$ cat src/rtl/conv_line_ctrl_if.sv
// rtl/conv_line_ctrl_if.sv - handshake and datapath bundle for the conv line controller
interface conv_line_ctrl_if #(
    parameter int I_X = 8,
    parameter int I_W = 8
);
    logic                  i_start;
    logic                  i_clear;
    logic                  i_w_valid;
    logic signed [I_W-1:0] i_w;
    logic                  o_w_ready;
    logic                  i_x_valid;
    logic signed [I_X-1:0] i_x;
    logic                  o_x_ready;
    logic signed [I_X-1:0] o_pe_x;
    logic signed [I_W-1:0] o_pe_w;
    logic                  o_psum_valid;
    logic                  o_busy;
    logic                  o_done;

    modport slave (
        input  i_start, i_clear, i_w_valid, i_w, i_x_valid, i_x,
        output o_w_ready, o_x_ready, o_pe_x, o_pe_w, o_psum_valid, o_busy, o_done
    );

    modport master (
        output i_start, i_clear, i_w_valid, i_w, i_x_valid, i_x,
        input  o_w_ready, o_x_ready, o_pe_x, o_pe_w, o_psum_valid, o_busy, o_done
    );
endinterface

$ cat src/rtl/conv_line_ctrl.sv
// rtl/conv_line_ctrl.sv - loads K weights, streams one row of pixels into a K-PE line, tracks psum validity
module conv_line_ctrl #(
    parameter int I_X     = 8,
    parameter int I_W     = 8,
    parameter int K       = 5,
    parameter int ROW_LEN = 32,
    parameter int CW      = 6
) (
    input logic              i_clk,
    input logic              i_rst_n,
    conv_line_ctrl_if.slave  bus
);
    localparam int KW = (K > 1) ? $clog2(K) : 1;

    localparam logic [2:0] S_IDLE   = 3'd0;
    localparam logic [2:0] S_LOAD_W = 3'd1;
    localparam logic [2:0] S_STREAM = 3'd2;
    localparam logic [2:0] S_DRAIN  = 3'd3;
    localparam logic [2:0] S_DONE   = 3'd4;

    logic [2:0]            r_state;
    logic [KW-1:0]         r_w_cnt;
    logic [KW-1:0]         r_k_idx;
    logic [CW-1:0]         r_x_cnt;
    logic signed [I_W-1:0] r_w_reg [K];
    logic [K:0]            r_vld_sr;
    logic signed [I_X-1:0] r_pe_x;
    logic signed [I_W-1:0] r_pe_w;

    logic w_x_acc;
    logic w_w_acc;

    assign w_x_acc = (r_state == S_STREAM) && bus.i_x_valid;
    assign w_w_acc = (r_state == S_LOAD_W) && bus.i_w_valid;

    always_ff @(posedge i_clk or negedge i_rst_n) begin
        if (!i_rst_n) begin
            r_state  <= S_IDLE;
            r_w_cnt  <= '0;
            r_k_idx  <= '0;
            r_x_cnt  <= '0;
            r_vld_sr <= '0;
            r_pe_x   <= '0;
            r_pe_w   <= '0;
        end else if (bus.i_clear) begin
            r_state  <= S_IDLE;
            r_w_cnt  <= '0;
            r_k_idx  <= '0;
            r_x_cnt  <= '0;
            r_vld_sr <= '0;
            r_pe_x   <= '0;
            r_pe_w   <= '0;
        end else begin
            // Bubbles feed zeros into the PE line so the array never needs a stall.
            r_pe_x   <= '0;
            r_pe_w   <= '0;
            r_vld_sr <= {r_vld_sr[K-1:0], w_x_acc};
            case (r_state)
                S_IDLE: begin
                    if (bus.i_start) begin
                        r_state <= S_LOAD_W;
                        r_w_cnt <= '0;
                        r_x_cnt <= '0;
                        r_k_idx <= '0;
                    end
                end
                S_LOAD_W: begin
                    if (bus.i_w_valid) begin
                        r_w_cnt <= r_w_cnt + 1'b1;
                        if (r_w_cnt == KW'(K - 1)) r_state <= S_STREAM;
                    end
                end
                S_STREAM: begin
                    if (w_x_acc) begin
                        r_pe_x  <= bus.i_x;
                        r_pe_w  <= r_w_reg[r_k_idx];
                        r_k_idx <= (r_k_idx == KW'(K - 1)) ? '0 : r_k_idx + 1'b1;
                        r_x_cnt <= r_x_cnt + 1'b1;
                        if (r_x_cnt == CW'(ROW_LEN - 1)) r_state <= S_DRAIN;
                    end
                end
                S_DRAIN: begin
                    // Once the lower bits are empty, the final psum is on the top tap this cycle.
                    if (r_vld_sr[K-1:0] == '0) r_state <= S_DONE;
                end
                S_DONE:  r_state <= S_IDLE;
                default: r_state <= S_IDLE;
            endcase
        end
    end

    always_ff @(posedge i_clk or negedge i_rst_n) begin
        if (!i_rst_n) begin
            for (int i = 0; i < K; i++) r_w_reg[i] <= '0;
        end else if (w_w_acc && !bus.i_clear) begin
            r_w_reg[r_w_cnt] <= bus.i_w;
        end
    end

    assign bus.o_w_ready    = (r_state == S_LOAD_W);
    assign bus.o_x_ready    = (r_state == S_STREAM);
    assign bus.o_busy       = (r_state != S_IDLE);
    assign bus.o_done       = (r_state == S_DONE);
    assign bus.o_psum_valid = r_vld_sr[K];
    assign bus.o_pe_x       = r_pe_x;
    assign bus.o_pe_w       = r_pe_w;
endmodule
$ cat src/flat_wrapper.sv
// flat-port wrapper written by rule: the top's interface ports become plain ports
module conv_line_ctrl_flat 
#(
    parameter int I_X     = 8,
    parameter int I_W     = 8,
    parameter int K       = 5,
    parameter int ROW_LEN = 32,
    parameter int CW      = 6
)
  (i_clk, i_rst_n, bus_i_start, bus_i_clear, bus_i_w_valid, bus_i_w, bus_i_x_valid, bus_i_x, bus_o_w_ready, bus_o_x_ready, bus_o_pe_x, bus_o_pe_w, bus_o_psum_valid, bus_o_busy, bus_o_done);
  conv_line_ctrl_if #(.I_X(I_X), .I_W(I_W)) bus_i ();
  input logic i_clk;
  input logic i_rst_n;
  input wire logic [$bits(bus_i.i_start)-1:0] bus_i_start;
  input wire logic [$bits(bus_i.i_clear)-1:0] bus_i_clear;
  input wire logic [$bits(bus_i.i_w_valid)-1:0] bus_i_w_valid;
  input wire logic [$bits(bus_i.i_w)-1:0] bus_i_w;
  input wire logic [$bits(bus_i.i_x_valid)-1:0] bus_i_x_valid;
  input wire logic [$bits(bus_i.i_x)-1:0] bus_i_x;
  output wire logic [$bits(bus_i.o_w_ready)-1:0] bus_o_w_ready;
  output wire logic [$bits(bus_i.o_x_ready)-1:0] bus_o_x_ready;
  output wire logic [$bits(bus_i.o_pe_x)-1:0] bus_o_pe_x;
  output wire logic [$bits(bus_i.o_pe_w)-1:0] bus_o_pe_w;
  output wire logic [$bits(bus_i.o_psum_valid)-1:0] bus_o_psum_valid;
  output wire logic [$bits(bus_i.o_busy)-1:0] bus_o_busy;
  output wire logic [$bits(bus_i.o_done)-1:0] bus_o_done;
  assign bus_i.i_start = bus_i_start;
  assign bus_i.i_clear = bus_i_clear;
  assign bus_i.i_w_valid = bus_i_w_valid;
  assign bus_i.i_w = bus_i_w;
  assign bus_i.i_x_valid = bus_i_x_valid;
  assign bus_i.i_x = bus_i_x;
  assign bus_o_w_ready = bus_i.o_w_ready;
  assign bus_o_x_ready = bus_i.o_x_ready;
  assign bus_o_pe_x = bus_i.o_pe_x;
  assign bus_o_pe_w = bus_i.o_pe_w;
  assign bus_o_psum_valid = bus_i.o_psum_valid;
  assign bus_o_busy = bus_i.o_busy;
  assign bus_o_done = bus_i.o_done;
  conv_line_ctrl #(.I_X(I_X), .I_W(I_W), .K(K), .ROW_LEN(ROW_LEN), .CW(CW)) u_core (.i_clk(i_clk), .i_rst_n(i_rst_n), .bus(bus_i));
endmodule
$ cat config.mk
export PLATFORM = sky130hd
export DESIGN_NAME = conv_line_ctrl_flat
export DESIGN_NICKNAME = d
export VERILOG_FILES = /design/src/rtl/conv_line_ctrl_if.sv /design/src/rtl/conv_line_ctrl.sv /design/src/flat_wrapper.sv
export SDC_FILE = /design/constraint.sdc
export NUM_CORES = 1
export LEC_CHECK = 0
export CAP_MARGIN = 0
export CORE_AREA = 10 10 98 100
export CTS_CLUSTER_DIAMETER = 150
export DETAILED_ROUTE_END_ITERATION = 7
export DIE_AREA = 0 0 108 110
export PLACE_DENSITY = 0.69
export SLEW_MARGIN = 20
export SYNTH_ARGS = -nofsm -noshare
export SYNTH_HDL_FRONTEND = slang
export SYNTH_SLANG_ARGS = --single-unit
$ cat constraint.sdc
create_clock -name i_clk -period 3.8 [get_ports i_clk]
set_input_delay 0.76 -clock i_clk [delete_from_list [all_inputs] [get_ports i_clk]]
set_output_delay 0.76 -clock i_clk [all_outputs]
set_load 0.05 [all_outputs]
== After elaboration in Yosys (flattened, before gate mapping) ==
Cells that the tools add are included.
Cells by class
  eq/ne operators: 13
  bitwise logic cells: 2
  $add $sub $neg: 3
  reduce and logical (&&, ||, !) cells: 13
  magnitude comparators: 3
  multiplexer cells: 33
Operators with widths (count)
  2-to-1 mux 8 bit: 9
  bitwise mux 40 bit: 1
  2-to-1 mux 3 bit: 13
  binary-select mux 8 bit (select 3 bit): 1
  demux 8 bit (select 3 bit): 1
  2-to-1 mux 6 bit: 4
  != test 3 x 2 -> 1 bit (second input constant): 4
  case mux 3 bit (2 select lines): 2
  case mux 3 bit (4 select lines): 1
  case mux 6 bit (2 select lines): 1
  == test 3 bit (second input constant): 3
  nonzero test 3 bit: 3
  greater-or-equal comparator 4 bit (second input constant): 2
  inverter 3 -> 4 bit: 2
  adder 3 x 1 -> 3 bit (second input constant): 2
  adder 6 x 1 -> 6 bit (second input constant): 1
  == test 3 x 2 -> 1 bit (second input constant): 2
  == test 6 x 5 -> 1 bit (second input constant): 1
  != test 3 bit (second input constant): 2
  AND reduction 3 bit: 2
  AND reduction 6 bit: 1
  zero test 5 bit: 1
  logical AND 1 bit: 4
  < comparator 4 x 1 -> 1 bit (second input constant): 1
  3 further kinds: 3
Word-level totals
  output and inout port bits: 21
  input port bits: 22
  flip-flop bits (word level): 77
  word-level logic and storage cells: 79

== Logic depth before layout (Yosys ltp) ==
  word-level depth: 7
  gate-level depth with buffers: 6
  mapped depth without buffers: 5

== Worst setup path after synthesis ==
Ideal clock, no wire load.
  path type: register to output
  from: register u_core.r_state[1]
  to: output bus_o_w_ready
  data arrival time: 1.714 ns
  slack: 1.326 ns
  stages on the path, launching flop included: 3
  cells stage by stage: dfrtp_1 clkbuf_1 nor3_1
On the way
  word-level cells in the longest chain between the ends: 1
Ends and longest elaborated chain
  start, declared: RTL line conv_line_ctrl.sv:21  | logic [2:0] r_state;
  start signal, assigned: RTL line conv_line_ctrl.sv:38  | r_state <= S_IDLE;
  start signal, assigned: RTL line conv_line_ctrl.sv:46  | r_state <= S_IDLE;
  start signal, assigned: RTL line conv_line_ctrl.sv:61  | r_state <= S_LOAD_W;
  == test 3 x 1 -> 1 bit: RTL line conv_line_ctrl.sv:100  | assign bus.o_w_ready = (r_state == S_LOAD_W);
  end, declared: RTL line flat_wrapper.sv:20  | output wire logic [$bits(bus_i.o_w_ready)-1:0] bus_o_w_ready;
Every way passes these cells.

== Worst setup path after layout ==
  from: register u_core.r_state[2]
  to: output bus_o_x_ready
On the way
  word-level cells in the longest chain between the ends: 1
Ends and longest elaborated chain
  == test 3 x 2 -> 1 bit: RTL line conv_line_ctrl.sv:101  | assign bus.o_x_ready = (r_state == S_STREAM);
  end, declared: RTL line flat_wrapper.sv:21  | output wire logic [$bits(bus_i.o_x_ready)-1:0] bus_o_x_ready;
Every way passes these cells.

==> results.py <==
metrics = {
    "run_status": {
        "outcome": "finished clean",
    },
    "logic_synthesis": {
        "synth_edf_count": 0,
        "synthFlopType": "dfrtp_1",
        "ys_ff_latch": 77,
        "syn-num-nets": 286,
        "yosys.area.top_type": "dfrtp_1",
        "synth.top_cell.area_share_pct": 57.0,
        "synth-seq-area-share_pct": 57.0,
        "avgSynthCellArea_sq_um": 13.1,
        "synthTopCellsByCount": "dfrtp_1 (77), mux2_2 (50), a22oi_1 (14)",
        "ys_top_cells_by_area": "dfrtp_1 (57%), mux2_2 (17%), a22oi_1 (3.1%), and3_1 (2.2%), ha_1 (1.9%)",
        "yosysMostFrequentCell": "dfrtp_1",
        "synth_area_sq_mm": 0.00338,
        "ys_async_sr_fraction_pct": 100,
        "ys_types": 43,
        "synth-warning-count": 0,
        "postSynthCellCount": 259,
    },
    "cts": {
        "cts_tree": "yes",
        "cts_inserted_buffers": 9,
        "clock_latency_ps": 350,
        "clk_pin_slew_worst_paths_ps": 80,
        "cts_sinks": 77,
        "holdBufCountCts": 0,
        "htreeDepth": 3,
        "cts_resized": 0,
        "post-cts-setup-buffer-count": 0,
        "cts_root_buffer": "clkbuf_8",
        "cts_buffer_depth": 2,
    },
    "routing": {
        "viasPerCell": 5.38,
        "drtIter0Drc": 68,
        "wl_per_cell_um": 17.1,
        "drc": 0,
        "vias": 2212,
        "finalWirelength_mm": 7.03,
        "firstDrtPassIters": 4,
        "final_antenna_net_count": 0,
    },
    "sta": {
        "grt_setup_unrepaired": "false",
        "final.min_clock_period_ps": 2890,
        "slew_headroom_pct": 26.4,
        "layout_setup_ws_ps": 905,
        "hold_viol": 0,
        "fin_skew_ps": 6.43,
        "setup_tns_ps": 0,
        "period_share_pct": 76.2,
        "whs_ps": 501,
        "worst_pin_slew_ps": 1100,
        "finalSetupViolCount": 0,
        "fmax_mhz": 345,
        "finalMaxSlewViolations": 0,
    },
    "setup_path": {
        "worstPathMaxFanout": 9,
        "end_kind": "output port",
        "arrival_ps": 2130,
        "worstSetupPathType": "register to output port",
        "cp.required_ps": 3040,
        "start_kind": "register",
    },
    "final_layout": {
        "finalNetCount": 331,
        "fin_cells": 411,
        "syn2layout_area_growth_pct": 22.1,
        "antennaDiodeCount": 0,
        "drive_gt1_share_pct": 24.9,
        "largest_reg_flops": 40,
    },
    "flow_run": {
        "maxCapViolCount": 0,
    },
    "floorplan": {
        "dieArea_sq_mm": 0.0119,
        "die_h_um": 110,
        "die_w_um": 108,
        "pin_count": 43,
        "coreArea_sq_mm": 0.00765,
        "rows": 32,
        "start_util_pct": 44.2,
    },
    "placed_design": {
        "pre_cts_slack_ps": 834,
        "place_inst": 395,
        "gp_congestion": 0.769,
        "numPortBuffers": 42,
        "hpwl_mm": 4.65,
    },
    "pwr": {
        "p_total_mw": 1.71,
        "peakVddDrop_mv": 0.378,
        "p_leak_nw": 1.96,
        "power.density_mw_per_mm2": 415,
    },
    "global_routing": {
        "grt_first_pass_wirelength_mm": 11.6,
        "antenna_found_initial": 0,
        "grt_pass1_vias": 2296,
        "grt_use_total_pct": 12.3,
        "overflow": 0,
        "grt_max_degree": 78,
    },
    "worst_hold_path": {
        "min_path_type": "register to register",
    },
}
## per-stage QoR
| stage | util, % | cell area, sq um |
|---|---|---|
| 2_1_floorplan | - | 3380 |
| 3_3_place_gp | 51.0 | 3900 |
| 3_5_place_dp | 51.0 | 3900 |
| 4_1_cts | 54.0 | 4130 |
| 5_1_grt | 54.0 | 4130 |
| 6_report | 54.0 | 4130 |
## report_power, final
| group | internal (mW) | switching (mW) | leakage, nW | total [mW] |
|---|---|---|---|---|
| sequential | 0.860 | 0.0231 | 1.05 | 0.883 |
| clock | 0.407 | 0.287 | 0.110 | 0.693 |
| combinational | 0.0725 | 0.0650 | 0.795 | 0.137 |
## routing by layer
layer / share of wire (%) / up-vias / global-route usage (%)
met2: 47 / 52 / 20.0
met1: 46 / 1115 / 15.0
met5: 0 / - / 0
met4: 0.73 / 0 / 3.34
li1: - / 1041 / -
met3: 6.2 / 4 / 4.88
## cell usage in the layout, fill, tap and decap left out, drive strengths merged, types with 3 or more instances in the layout
cell            n
a21oi           7
a221o           3
a22oi          14
a31oi           3
and3           12
buf             3
clkbuf         13
clkdlybuf4s50  41
dfrtp          77
ha              5
inv            10
mux2           50
mux2i           3
nand2           7
nand3           5
nand4           6
nor2            6
nor2b           8
nor3            4
nor3b           3
nor4b           3
o21ai           3
## worst paths after layout
check	from	end	slack, ps	cells past startpoint
setup / recovery	u_core.r_state[2]	bus_o_x_ready	910	3
hold / removal	u_core.r_vld_sr[2]	u_core.r_vld_sr[3]	500	1
setup reg to reg	u_core.r_state[1]	u_core.r_w_reg[26]	1670	3
hold reg to reg	u_core.r_vld_sr[2]	u_core.r_vld_sr[3]	500	1
max in group asynchronous	i_rst_n	u_core.r_w_reg[26]	2640	1
min in group asynchronous	i_rst_n	u_core.r_state[1]	530	1
## layout make-up
type / count / area [sq um]
repair buffers: 44 / 433
multi-input cells: 162 / 1380
inverters: 10 / 37.5
fillers: 677 / 3520
well taps: 102 / 128
clock inverters: 3 / 67.6
clock buffers: 13 / 159
flip-flops and latches: 77 / 1930
## critical path, stage by stage, from the launching register on
cell	delay (ps)
dfrtp_1	500
or2_2	360
nor2_1	100
clkdlybuf4s50_1	820
## cell families (layout without fill, tap and decap cells)
group / count (synthesis) / in the layout / share of synthesized area, %
fa+ha+maj: 5 / 5 / 1.85
buf+inv: 20 / 70 / 2.29
simple gates: 63 / 63 / 12.4
mux: 53 / 53 / 17.5
compound gates: 41 / 41 / 8.88
flops: 77 / 77 / 57.0
No activity file was read; power rests on OpenSTA's default activity.
